File: src/rtl/px_ram_sp_ctrl.sv
// Valid/ready front-end for the PX_RAM_SP single-port RAM macro.
// Credit-gated reads feed a small response FIFO with full backpressure.
module px_ram_sp_ctrl #(
    parameter int DATA_WIDTH = 8,
    parameter int ADDR_WIDTH = 4,
    parameter int RSP_DEPTH  = 4
) (
    input  logic                  clk,
    input  logic                  rst_n,
    input  logic                  req_valid,
    output logic                  req_ready,
    input  logic                  req_wr,
    input  logic [ADDR_WIDTH-1:0] req_addr,
    input  logic [DATA_WIDTH-1:0] req_wdata,
    output logic                  rsp_valid,
    input  logic                  rsp_ready,
    output logic [DATA_WIDTH-1:0] rsp_rdata,
    output logic                  ram_ena,
    output logic                  ram_wen,
    output logic [ADDR_WIDTH-1:0] ram_addr,
    output logic [DATA_WIDTH-1:0] ram_wdata,
    input  logic [DATA_WIDTH-1:0] ram_rdata,
    output logic                  idle
);
    localparam int PW = $clog2(RSP_DEPTH);
    localparam int CW = PW + 1;
    localparam logic [CW-1:0] DEPTH_C = CW'(RSP_DEPTH);
    localparam logic [CW-1:0] ONE_C   = CW'(1);

    logic [DATA_WIDTH-1:0] fifo_mem [RSP_DEPTH];
    logic [PW-1:0]         wr_ptr;
    logic [PW-1:0]         rd_ptr;
    logic [PW-1:0]         rd_ptr_nxt;
    logic [CW-1:0]         occ;
    logic [CW-1:0]         credit;
    logic                  inflight;
    logic                  acc;
    logic                  push;
    logic                  pop;

    // Every slot is either occupied or reserved by the read in flight.
    assign credit    = DEPTH_C - occ - {{PW{1'b0}}, inflight};
    assign req_ready = rst_n & (req_wr | (credit != '0));
    assign acc       = req_valid & req_ready;

    assign ram_ena   = acc;
    assign ram_wen   = acc & req_wr;
    assign ram_addr  = req_addr;
    assign ram_wdata = req_wdata;

    assign push       = inflight;
    assign rsp_valid  = (occ != '0);
    assign pop        = rsp_valid & rsp_ready;
    assign idle       = ~inflight & (occ == '0);
    assign rd_ptr_nxt = rd_ptr + PW'(1);

    always_ff @(posedge clk) begin
        if (!rst_n) begin
            inflight  <= 1'b0;
            occ       <= '0;
            wr_ptr    <= '0;
            rd_ptr    <= '0;
            rsp_rdata <= '0;
        end else begin
            inflight <= acc & ~req_wr;
            if (push)
                wr_ptr <= wr_ptr + PW'(1);
            if (pop)
                rd_ptr <= rd_ptr_nxt;
            unique case ({push, pop})
                2'b10:   occ <= occ + ONE_C;
                2'b01:   occ <= occ - ONE_C;
                default: occ <= occ;
            endcase
            // Head register tracks the entry at rd_ptr after this edge.
            if (push && occ == '0) begin
                rsp_rdata <= ram_rdata;
            end else if (pop) begin
                if (occ > ONE_C)
                    rsp_rdata <= fifo_mem[rd_ptr_nxt];
                else if (push)
                    rsp_rdata <= ram_rdata;
            end
        end
    end

    always_ff @(posedge clk) begin
        if (rst_n && push)
            fifo_mem[wr_ptr] <= ram_rdata;
    end

endmodule

File: config.mk
export PLATFORM = sky130hd
export DESIGN_NAME = px_ram_sp_ctrl
export DESIGN_NICKNAME = d
export VERILOG_FILES = /design/src/rtl/px_ram_sp_ctrl.sv
export SDC_FILE = /design/constraint.sdc
export NUM_CORES = 1
export LEC_CHECK = 0
export BUFFER_PORTS_ARGS = -buffer_cell sky130_fd_sc_hd__buf_4
export CAP_MARGIN = 10
export CORE_UTILIZATION = 45
export DETAILED_ROUTE_END_ITERATION = 6
export GPL_TIMING_DRIVEN = 0
export MAX_ROUTING_LAYER = met4
export PLACE_DENSITY = 0.73
export SYNTH_ARGS = -nofsm -noshare
export SYNTH_HDL_FRONTEND = slang
export SYNTH_SLANG_ARGS = --single-unit
File: constraint.sdc
create_clock -name clk -period 2.6 [get_ports clk]
set_input_delay 0.13 -clock clk [delete_from_list [all_inputs] [get_ports clk]]
set_output_delay 0.13 -clock clk [all_outputs]
set_load 0.01 [all_outputs]
==> results of run 1 <==
==> how the worst max path moves through the flow <==
stage | endpoint | cells past startpoint | slack (ns) | startpoint
2_1_floorplan | occ[2]$_SDFFE_PN0P_ | 7 | 0.63 | occ[0]$_SDFFE_PN0P_
3_3_place_gp | occ[2]$_SDFFE_PN0P_ | 7 | 0.56 | occ[0]$_SDFFE_PN0P_
3_5_place_dp | occ[2]$_SDFFE_PN0P_ | 7 | 0.50 | occ[1]$_SDFFE_PN0P_
4_1_cts | occ[2]$_SDFFE_PN0P_ | 7 | 0.48 | occ[1]$_SDFFE_PN0P_
5_1_grt | occ[2]$_SDFFE_PN0P_ | 7 | 0.37 | occ[0]$_SDFFE_PN0P_
6_report | occ[2]$_SDFFE_PN0P_ | 7 | 0.49 | occ[1]$_SDFFE_PN0P_
==> registers in the layout, indices dropped and copies added (netlist names) <==
name	cells
occ	3
rsp_rdata	8
fifo_mem	32
wr_ptr	2
inflight	1
rd_ptr	2
==> worst register-to-register path: stages, from the launching register on <==
cell and delay, ns:
dfxtp_1 0.34, inv_1 0.14, ha_1 0.28, nand2b_4 0.10, and2_2 0.22, ha_1 0.34, or3_2 0.49, a21oi_1 0.14
==> Yosys cell counts, types with 2 or more instances <==
| cell type | n |
|---|---|
| dfxtp_1 | 16 |
| and2_1 | 2 |
| and3_1 | 5 |
| mux2i_1 | 10 |
| a21oi_1 | 10 |
| buf_6 | 4 |
| buf_4 | 14 |
| nor2_1 | 8 |
| ha_1 | 11 |
| nand2b_4 | 2 |
| xor2_1 | 3 |
| xnor2_1 | 3 |
| a211oi_1 | 9 |
| mux4_2 | 8 |
| inv_1 | 6 |
| edfxtp_1 | 32 |
==> per-stage QoR <==
stage          setup slack, ns  total power [mW]  hold WS (ns)  utilization (%)  cell area [sq um]
2_1_floorplan            0.631              1.70         0.202                -               2220
4_1_cts                  0.477              2.44        0.0342             56.7               2680
3_5_place_dp             0.501              2.02         0.311             54.7               2580
6_report                 0.489              2.42        0.0450             56.7               2680
5_1_grt                  0.369              2.58        0.0234             56.7               2680
3_3_place_gp             0.563              1.99         0.308             54.7               2580
==> per-layer routing <==
metal  up-vias  share of wire [%]  wire length (um)
met3         4                4.8               198
met1       657                 40              1640
met4         0               0.90                37
li1        643                  -                 -
met2        41                 54              2220
met5         -                  0                 0
==> power breakdown <==
| part | leakage [nW] | internal [mW] | total, mW | switching [mW] |
|---|---|---|---|---|
| registers | 0.419 | 0.905 | 0.970 | 0.0641 |
| clock network | 0.0412 | 0.188 | 0.426 | 0.238 |
| logic | 0.579 | 0.518 | 1.03 | 0.507 |
==> kinds of logic after synthesis <==
group | after synthesis | share of synthesized area, %
AO/OA/AOI/OAI | 23 | 6.76
XOR/XNOR | 6 | 2.37
AND/OR/NAND/NOR | 23 | 6.37
multiplexers | 18 | 12.6
buffers and inverters | 25 | 8.00
flip-flops | 48 | 57.7
adder cells (fa/ha/maj) | 11 | 6.20
==> final cells by class <==
type	count	area (sq um)
fillers	411	2050
flip-flops and latches	48	1280
multi-input cells	81	762
repair buffers	38	288
plain buffers	19	155
well taps	67	83.8
clock buffers	6	72.6
inverters	6	22.5
clock inverters	2	12.5
==> run metrics, run 1 <==
cts repair resizes 0; via count of the first global-routing pass 1333; count of synthesis-stage warnings from yosys 0; number of hold violations in the final report 0; sequential area share after synthesis 57.7%; final max-slew violation count 0; delay of the slowest critical-path stage 0.49 ns; DP Wirelength 2.96 mm; top cells by area, synth edfxtp_1, dfxtp_1, mux4_2; slew at the pin closest to its max-slew limit between 0.4 and 0.5 ns; Min Clock Period, post-route ~2.1 ns; clock input transition at the sequential cells of the worst setup and hold paths 0.08 ns; Synth cell types 27; Routed WL 4.10 mm; peak ir drop on the vdd network 0.397 mV; reg-to-reg critical path startpoint occ[1]$_SDFFE_PN0P_; startpoint-to-endpoint class of the critical path reg2reg; post-route non-filler standard cell count 267; CTS root buf clkbuf_8; Avg Synthesized Cell Area 14.4 sq um; setup TNS after final layout 0 ns; H-tree depth 2; 1st-pass router iterations 4; hold-fix buffer count after cts 1; final routed wire length divided by cell count 15.3 um; final count of negative-setup-slack endpoints 0; global-route met3 utilization 4.17%; maximum fanout count along the critical path 5; die width 72.3 um; GRT Overall Usage between 10% and 20%; kind of cell adding the most delay to the critical path simple AND/OR/NAND/NOR gates; first-pass GRT wire length roughly 6.4 mm; worst slew slack as a fraction of its limit about two thirds; leading cell types in the layout, fill and taps excluded buf_4, edfxtp_1, dfxtp_1, ha_1; top flip-flop cell by instance count after synthesis edfxtp_1; floorplan die area 5220 sq um; Ports 50; share of the synthesized area in the top cell type 43.3%; Clock Sinks between 40 and 50; final clock period utilization by the worst path between 80% and 90%; total gr overflow 0; Pwr per Cell Area 904 nW/um^2; number of buffer and inverter stages on the critical path 1; most congested layer reported by global routing met2; Placeable Area around 4700 sq um; chip height 72.3 um; number of max-capacitance violations reported 0; overall via count from detail_route 1345; Inserted Clock Buffers 5; depth of the worst register-to-register path 7; signal arrival time at the worst endpoint 2.34 ns; vias per cell 5.04; GR Layer Usage met2 about 30%; endpoint of the worst hold path fifo_mem[1][3]$_DFFE_PP_; Setup Skew 0.00307 ns; Setup crit start kind flip-flop; syn_nets 190; total standard cell area after synthesis roughly 2200 sq um; data required time of the critical path 2.83 ns; post-CTS setup buffer count 0; clock latency at the later pin of the worst-skew pair 0.29 ns; Core Rows 25; WHS Path Cells 1; Leakage 1.04 nW; cell with the largest stage delay on the worst path or3_2; HP Start ram_rdata[3]; number of cells produced by synthesis approximately 150; fraction of layout instances using a drive strength above 1 39.0%; number of routed nets with antenna violations 0; run status finished clean; fraction of registers with async set/reset 0%; EDFF count, synth 32; most common cell after layout, fill and taps aside buf_4; number of DRC markers after the initial detailed-route iteration slightly below 60; cell taking the most area after synthesis edfxtp_1; clock tree from TritonCTS yes; starting utilization of the core area 47.0%; worst r2r dst occ[2]$_SDFFE_PN0P_; synthesis-stage register bit count 48; area overhead of the layout relative to synthesis 20.6%; net count reported at finish 235; buffers added on ports 37; setup slack, reg-to-reg 0.49 ns; Remaining DRCs 0; achievable clock frequency 474 MHz; most frequent cell on the critical path ha_1; class of the worst hold path in2reg; setup repair after global routing missed its margin no; Critical Path End Type flip-flop; pin count of the biggest net entering global routing 16; buffer depth of the longest clock path 2; final weighted congestion in routability-driven placement 0.737; initial antenna violation count 0; GR Util met1 19.6%; Cell Count Post-Placement 258; cell chain of the critical path inv_1, ha_1, nand2b_4, and2_2, ha_1, or3_2, a21oi_1; final antenna diode count 0
Note: power is estimated with default switching activity, not from simulation.
==> run 2, diff against run 1 <==
--- a/config.mk
+++ b/config.mk
@@ -11,7 +11,7 @@
 export DETAILED_ROUTE_END_ITERATION = 6
 export GPL_TIMING_DRIVEN = 0
 export MAX_ROUTING_LAYER = met4
-export PLACE_DENSITY = 0.73
+export PLACE_DENSITY = 0.76
 export SYNTH_ARGS = -nofsm -noshare
 export SYNTH_HDL_FRONTEND = slang
 export SYNTH_SLANG_ARGS = --single-unit
==> constraint.sdc (replaced) <==
create_clock -name clk -period 1.8 [get_ports clk]
set_input_delay 0.09 -clock clk [delete_from_list [all_inputs] [get_ports clk]]
set_output_delay 0.09 -clock clk [all_outputs]
set_load 0.01 [all_outputs]
==> run metrics, run 2 (synthesis results as in run 1) <==
run status finished clean (unchanged); chip height 72.3 um (unchanged); floorplan die area 5220 sq um (unchanged); leading cell types in the layout, fill and taps excluded buf_4, edfxtp_1, dfxtp_1, mux2i_1 (was buf_4, edfxtp_1, dfxtp_1, ha_1); total gr overflow 0 (unchanged); Placed Area 2610 sq um (was 2580 sq um); startpoint-to-endpoint class of the critical path reg2reg (unchanged); Setup Skew 0.00288 ns (was 0.00307 ns); class of the worst hold path in2reg (unchanged); clock input transition at the sequential cells of the worst setup and hold paths 0.08 ns (about the same); final clock period utilization by the worst path 99.3% (was 81.2%); endpoint of the worst hold path inflight$_SDFF_PN0_ (was fifo_mem[1][3]$_DFFE_PP_); Pwr per Cell Area 1290 nW/um^2 (was 904 nW/um^2); depth of the worst register-to-register path 7 (unchanged); 1st-pass router iterations 4 (unchanged); number of hold violations in the final report 0 (unchanged); Remaining DRCs 0 (unchanged); net count reported at finish 246 (was 235); H-tree depth 2 (unchanged); setup repair after global routing missed its margin yes (was no); Critical Path End Type flip-flop (unchanged); CTS root buf clkbuf_8 (unchanged); Leakage 1.10 nW (was 1.04 nW); final antenna diode count 0 (unchanged); setup slack, reg-to-reg 0.01 ns (was 0.49 ns); most frequent cell on the critical path ha_4 (was ha_1); initial antenna violation count 0 (unchanged); final weighted congestion in routability-driven placement 0.725 (was 0.737); data required time of the critical path 2.04 ns (was 2.83 ns); starting utilization of the core area 47.0% (unchanged); overall via count from detail_route 1390 (was 1345); Placeable Area 4720 sq um (unchanged); core utilization of the finished layout 60.0% (was 56.7%); first-pass GRT wire length 6.46 mm (was 6.40 mm); vias per cell 5.00 (was 5.04); Clock Sinks 48 (unchanged); worst r2r dst occ[2]$_SDFFE_PN0P_ (unchanged); Ports 50 (unchanged); cell with the largest stage delay on the worst path or3_2 (unchanged); slew at the pin closest to its max-slew limit 0.472 ns (was 0.478 ns); via count of the first global-routing pass 1331 (was 1333); area overhead of the layout relative to synthesis 27.5% (was 20.6%); pin count of the biggest net entering global routing 15 (was 16); delay of the slowest critical-path stage 0.47 ns (was 0.49 ns); number of max-capacitance violations reported 0 (unchanged); final max-slew violation count 0 (unchanged); reg-to-reg critical path startpoint occ[1]$_SDFFE_PN0P_ (unchanged); number of DRC markers after the initial detailed-route iteration 51 (was 59); clock latency at the later pin of the worst-skew pair 0.30 ns (was 0.29 ns); signal arrival time at the worst endpoint 2.02 ns (was 2.34 ns); clock tree from TritonCTS yes (unchanged); DP Wirelength 2.83 mm (was 2.96 mm); most common cell after layout, fill and taps aside buf_4 (unchanged); final count of negative-setup-slack endpoints 0 (unchanged); GRT Overall Usage 17.7% (was 17.5%); buffer depth of the longest clock path 2 (unchanged); maximum fanout count along the critical path 5 (unchanged); Core Rows 25 (unchanged); cell chain of the critical path inv_2, ha_4, nand2b_4, and2_4, ha_4, or3_2, a21oi_1 (was inv_1, ha_1, nand2b_4, and2_2, ha_1, or3_2, a21oi_1); WHS Path Cells 3 (was 1); final-layout fill cell count 369 (was 411); worst slew slack as a fraction of its limit 68.5% (was 68.2%); HP Start req_valid (was ram_rdata[3]); Most flops, register fifo_mem (unchanged); biggest registers after layout fifo_mem (32), rsp_rdata (8), occ (3) (unchanged); Setup crit start kind flip-flop (unchanged); flip-flop count of the largest register, all copies and words added 32 (unchanged); achievable clock frequency 560 MHz (was 474 MHz); Min Clock Period, post-route 1.79 ns (was 2.11 ns); cell area after layout 2830 sq um (was 2680 sq um); die width 72.3 um (unchanged); Routed WL 4.13 mm (was 4.10 mm); number of routed nets with antenna violations 0 (unchanged); peak ir drop on the vdd network 0.616 mV (was 0.397 mV); setup TNS after final layout 0 ns (unchanged); Inserted Clock Buffers 5 (unchanged); buffers added on ports 37 (unchanged); fraction of layout instances using a drive strength above 1 44.5% (was 39.0%); final routed wire length divided by cell count 14.9 um (was 15.3 um)
==> run 2: worst max path at each step <==
stage,startpoint,end,cells past startpoint
2_1_floorplan,occ[0]$_SDFFE_PN0P_,occ[2]$_SDFFE_PN0P_,7
3_5_place_dp,occ[0]$_SDFFE_PN0P_,occ[2]$_SDFFE_PN0P_,7
5_1_grt,occ[0]$_SDFFE_PN0P_,rsp_rdata[5]$_SDFFE_PN0P_,7
6_report,occ[1]$_SDFFE_PN0P_,occ[2]$_SDFFE_PN0P_,7
4_1_cts,occ[1]$_SDFFE_PN0P_,occ[2]$_SDFFE_PN0P_,7
3_3_place_gp,occ[0]$_SDFFE_PN0P_,occ[2]$_SDFFE_PN0P_,7
==> run 2: power by group <==
part / switching [mW] / internal, mW
registers: 0.0838 / 1.32
clock network: 0.337 / 0.264
logic: 0.783 / 0.860
total: 1.20 / 2.44
==> run 2: repair_timing <==
item,in CTS,in global routing
pin swaps,3,0
buffers inserted,3,0
gates resized for setup,12,1
setup endpoints to repair,3,10
hold buffers,7,2
hold endpoints to repair,25,8
==> run 2: worst max-delay path: cells and delay by family, from the launching register on <==
family	cells	cell delay (ns)
flops	1	0.34
compound gates	1	0.14
simple gates	3	0.73
fa+ha+maj	2	0.40
buf+inv	1	0.11
==> run 2: area by class of cell <==
type | instances | area [sq um] | area share (%)
inverter | 6 | 25.0 | 0.883
buffer | 19 | 155 | 5.48
timing repair buffer | 49 | 394 | 13.9
tap | 67 | 83.8 | 2.96
clock inverter | 3 | 13.8 | 0.486
multi-input combinational | 81 | 805 | 28.4
clock buffer | 5 | 68.8 | 2.43
sequential | 48 | 1290 | 45.5
==> run 2: stage by stage <==
| step | hold WS, ns | setup WS [ns] | cells | power, mW |
|---|---|---|---|---|
| after floorplan | 0.162 | 0.00377 | 154 | 2.52 |
| after global placement | 0.273 | -0.0796 | 258 | 2.94 |
| after detailed placement | 0.269 | -0.107 | 258 | 2.97 |
| after CTS | 0.000857 | 0.00504 | 276 | 3.67 |
| after global routing | 0.164 | -0.0840 | 278 | 3.87 |
| final | 0.159 | 0.0133 | 278 | 3.64 |
==> run 2: metal layers <==
layer  vias to the layer above  share of wire (%)  GRT usage (%)
met3                        12                6.4           5.42
li1                        664                  -              -
met4                         0                2.3           6.10
met5                         -                  0              -
met1                       662                 40           20.7
met2                        52                 51           29.1
==> run 3, diff against run 2 <==
--- a/config.mk
+++ b/config.mk
@@ -9,7 +9,7 @@
 export CAP_MARGIN = 10
 export CORE_UTILIZATION = 45
 export DETAILED_ROUTE_END_ITERATION = 6
-export GPL_TIMING_DRIVEN = 0
+export GPL_TIMING_DRIVEN = 1
 export MAX_ROUTING_LAYER = met4
 export PLACE_DENSITY = 0.76
 export SYNTH_ARGS = -nofsm -noshare
==> run metrics, run 3 (synthesis results as in run 1) <==
initial antenna violation count 0 (unchanged); depth of the worst register-to-register path 7 (unchanged); clock input transition at the sequential cells of the worst setup and hold paths 0.09 ns (was 0.08 ns); Worst Setup SP occ[0]$_SDFFE_PN0P_ (was occ[1]$_SDFFE_PN0P_); run status finished clean (unchanged); CTS root buf clkbuf_8 (unchanged); delay of the slowest critical-path stage 0.36 ns (was 0.47 ns); floorplan die area 5220 sq um (unchanged); clock latency at the later pin of the worst-skew pair 0.30 ns (about the same); number of DRC markers after the initial detailed-route iteration 48 (was 51); Most flops, register fifo_mem (unchanged); fraction of layout instances using a drive strength above 1 38.2% (was 44.5%); cell with the largest stage delay on the worst path dfxtp_2 (was or3_2); number of routed nets with antenna violations 0 (unchanged); most frequent cell on the critical path ha_4 (unchanged); GRT Overall Usage 17.8% (was 17.7%); chip height 72.3 um (unchanged); Ports 50 (unchanged); WP depth 7 (unchanged); overall via count from detail_route 1306 (was 1390); Min Clock Period, post-route 1.74 ns (was 1.79 ns); Routed WL 4.17 mm (was 4.13 mm); worst slew slack as a fraction of its limit 64.4% (was 68.5%); maximum fanout count along the critical path 3 (was 5); buffer depth of the longest clock path 2 (unchanged); DP Wirelength 2.87 mm (was 2.83 mm); via count of the first global-routing pass 1382 (was 1331); die width 72.3 um (unchanged); final clock period utilization by the worst path 96.5% (was 99.3%); final count of negative-setup-slack endpoints 0 (unchanged); signal arrival time at the worst endpoint 1.65 ns (was 2.02 ns); 1st-pass router iterations 4 (unchanged); startpoint-to-endpoint class of the critical path reg2out (was reg2reg); number of buffer and inverter stages on the critical path 2 (was 1); clock tree from TritonCTS yes (unchanged); Pwr per Cell Area 1440 nW/um^2 (was 1290 nW/um^2); Placeable Area 4720 sq um (unchanged); data required time of the critical path 1.71 ns (was 2.04 ns); Leakage 0.990 nW (was 1.10 nW); achievable clock frequency 575 MHz (was 560 MHz); Placed Area 2420 sq um (was 2610 sq um); flip-flop count of the largest register, all copies and words added 32 (unchanged); setup slack, reg-to-reg 0.06 ns (was 0.01 ns); H-tree depth 2 (unchanged); number of hold violations in the final report 0 (unchanged); total gr overflow 0 (unchanged); final routed wire length divided by cell count 16.5 um (was 14.9 um); final antenna diode count 0 (unchanged); buffers added on ports 25 (was 37); Critical Path End Type primary output (was flip-flop); peak ir drop on the vdd network 0.614 mV (was 0.616 mV); Remaining DRCs 0 (unchanged); vias per cell 5.16 (was 5.00); setup repair after global routing missed its margin yes (unchanged); number of max-capacitance violations reported 0 (unchanged); leading cell types in the layout, fill and taps excluded buf_4, edfxtp_1, dfxtp_1, mux2i_1 (unchanged); post-route non-filler standard cell count 253 (was 278); area overhead of the layout relative to synthesis 21.5% (was 27.5%); final max-slew violation count 0 (unchanged); kind of cell adding the most delay to the critical path adder cells (was simple AND/OR/NAND/NOR gates); first-pass GRT wire length 6.60 mm (was 6.46 mm); cell chain of the critical path inv_4, ha_4, ha_4, nor3_4, a21oi_2, and2_4, buf_4 (was inv_2, ha_4, nand2b_4, and2_4, ha_4, or3_2, a21oi_1); class of the worst hold path in2reg (unchanged); pin count of the biggest net entering global routing 16 (was 15); crit path capture ram_ena (was occ[2]$_SDFFE_PN0P_); slew at the pin closest to its max-slew limit 0.533 ns (was 0.472 ns); net count reported at finish 221 (was 246); reg-to-reg critical path startpoint occ[1]$_SDFFE_PN0P_ (unchanged); most common cell after layout, fill and taps aside buf_4 (unchanged); Setup crit start kind flip-flop (unchanged); worst r2r dst occ[2]$_SDFFE_PN0P_ (unchanged); core utilization of the finished layout 57.1% (was 60.0%); Inserted Clock Buffers 5 (unchanged); Core Rows 25 (unchanged); biggest registers after layout fifo_mem (32), rsp_rdata (8), occ (3) (unchanged); Cell Count Post-Placement 233 (was 258); cell area after layout 2700 sq um (was 2830 sq um); starting utilization of the core area 47.0% (unchanged); Clock Sinks 48 (unchanged); Setup Skew 0.00672 ns (was 0.00288 ns); final weighted congestion in routability-driven placement 0.714 (was 0.725)
[run 3: tightest hold or removal path, delay by kind of cell]
kind | cells | cell delay (ns)
buffers and inverters | 1 | 0.08
AND/OR/NAND/NOR | 2 | 0.24
[run 3: per-stage QoR]
| step | total power [mW] | hold slack [ns] | setup slack [ns] | TNS (ns) |
|---|---|---|---|---|
| floorplan | 2.52 | 0.162 | 0.00377 | 0 |
| global placement | 2.93 | 0.180 | 0.0753 | 0 |
| detailed placement | 3.00 | 0.180 | 0.00443 | 0 |
| CTS | 3.72 | 0.139 | 0.00821 | 0 |
| global route | 4.11 | 0.162 | -0.0329 | -0.0475 |
| finish | 3.88 | 0.149 | 0.0622 | 0 |
[run 3: power breakdown]
part | internal, mW | switching [mW]
logic | 0.948 | 0.812
registers | 1.32 | 0.134
clock network | 0.314 | 0.359
total | 2.58 | 1.30
[run 3: metal layers]
| layer | track usage, % | vias to the layer above | share of wire [%] |
|---|---|---|---|
| li1 | - | 616 | - |
| met1 | 20.3 | 655 | 40 |
| met2 | 30.4 | 26 | 54 |
| met3 | 5.00 | 9 | 4.5 |
| met4 | 5.45 | 0 | 1.4 |
| met5 | - | - | 0 |
[run 3: worst min-delay path by stage]
| stage | from | to | slack (ns) | cells after the start |
|---|---|---|---|---|
| 4_1_cts | req_valid | inflight$_SDFF_PN0_ | 0.14 | 3 |
| 2_1_floorplan | req_wr | inflight$_SDFF_PN0_ | 0.16 | 1 |
| 3_3_place_gp | req_wdata[1] | ram_wdata[1] | 0.18 | 0 |
| 5_1_grt | req_valid | inflight$_SDFF_PN0_ | 0.16 | 3 |
| 3_5_place_dp | req_wdata[1] | ram_wdata[1] | 0.18 | 0 |
| 6_report | req_valid | inflight$_SDFF_PN0_ | 0.15 | 3 |
[run 3: cell type report]
type	instances	area, sq um
Sequential cell	48	1290
Timing Repair Buffer	43	358
Inverter	6	30.0
Clock buffer	6	82.6
Clock inverter	2	13.8
Multi-Input combinational cell	81	842
Fill cell	360	2030
Tap cell	67	83.8
[run 3: what timing repair did]
action,4_1_cts,5_1_grt
hold buffers,9,0
hold endpoints to repair,33,0
endpoints found under the setup margin,2,11
pin swaps,3,5
buffers inserted,2,1
resized for setup,3,15
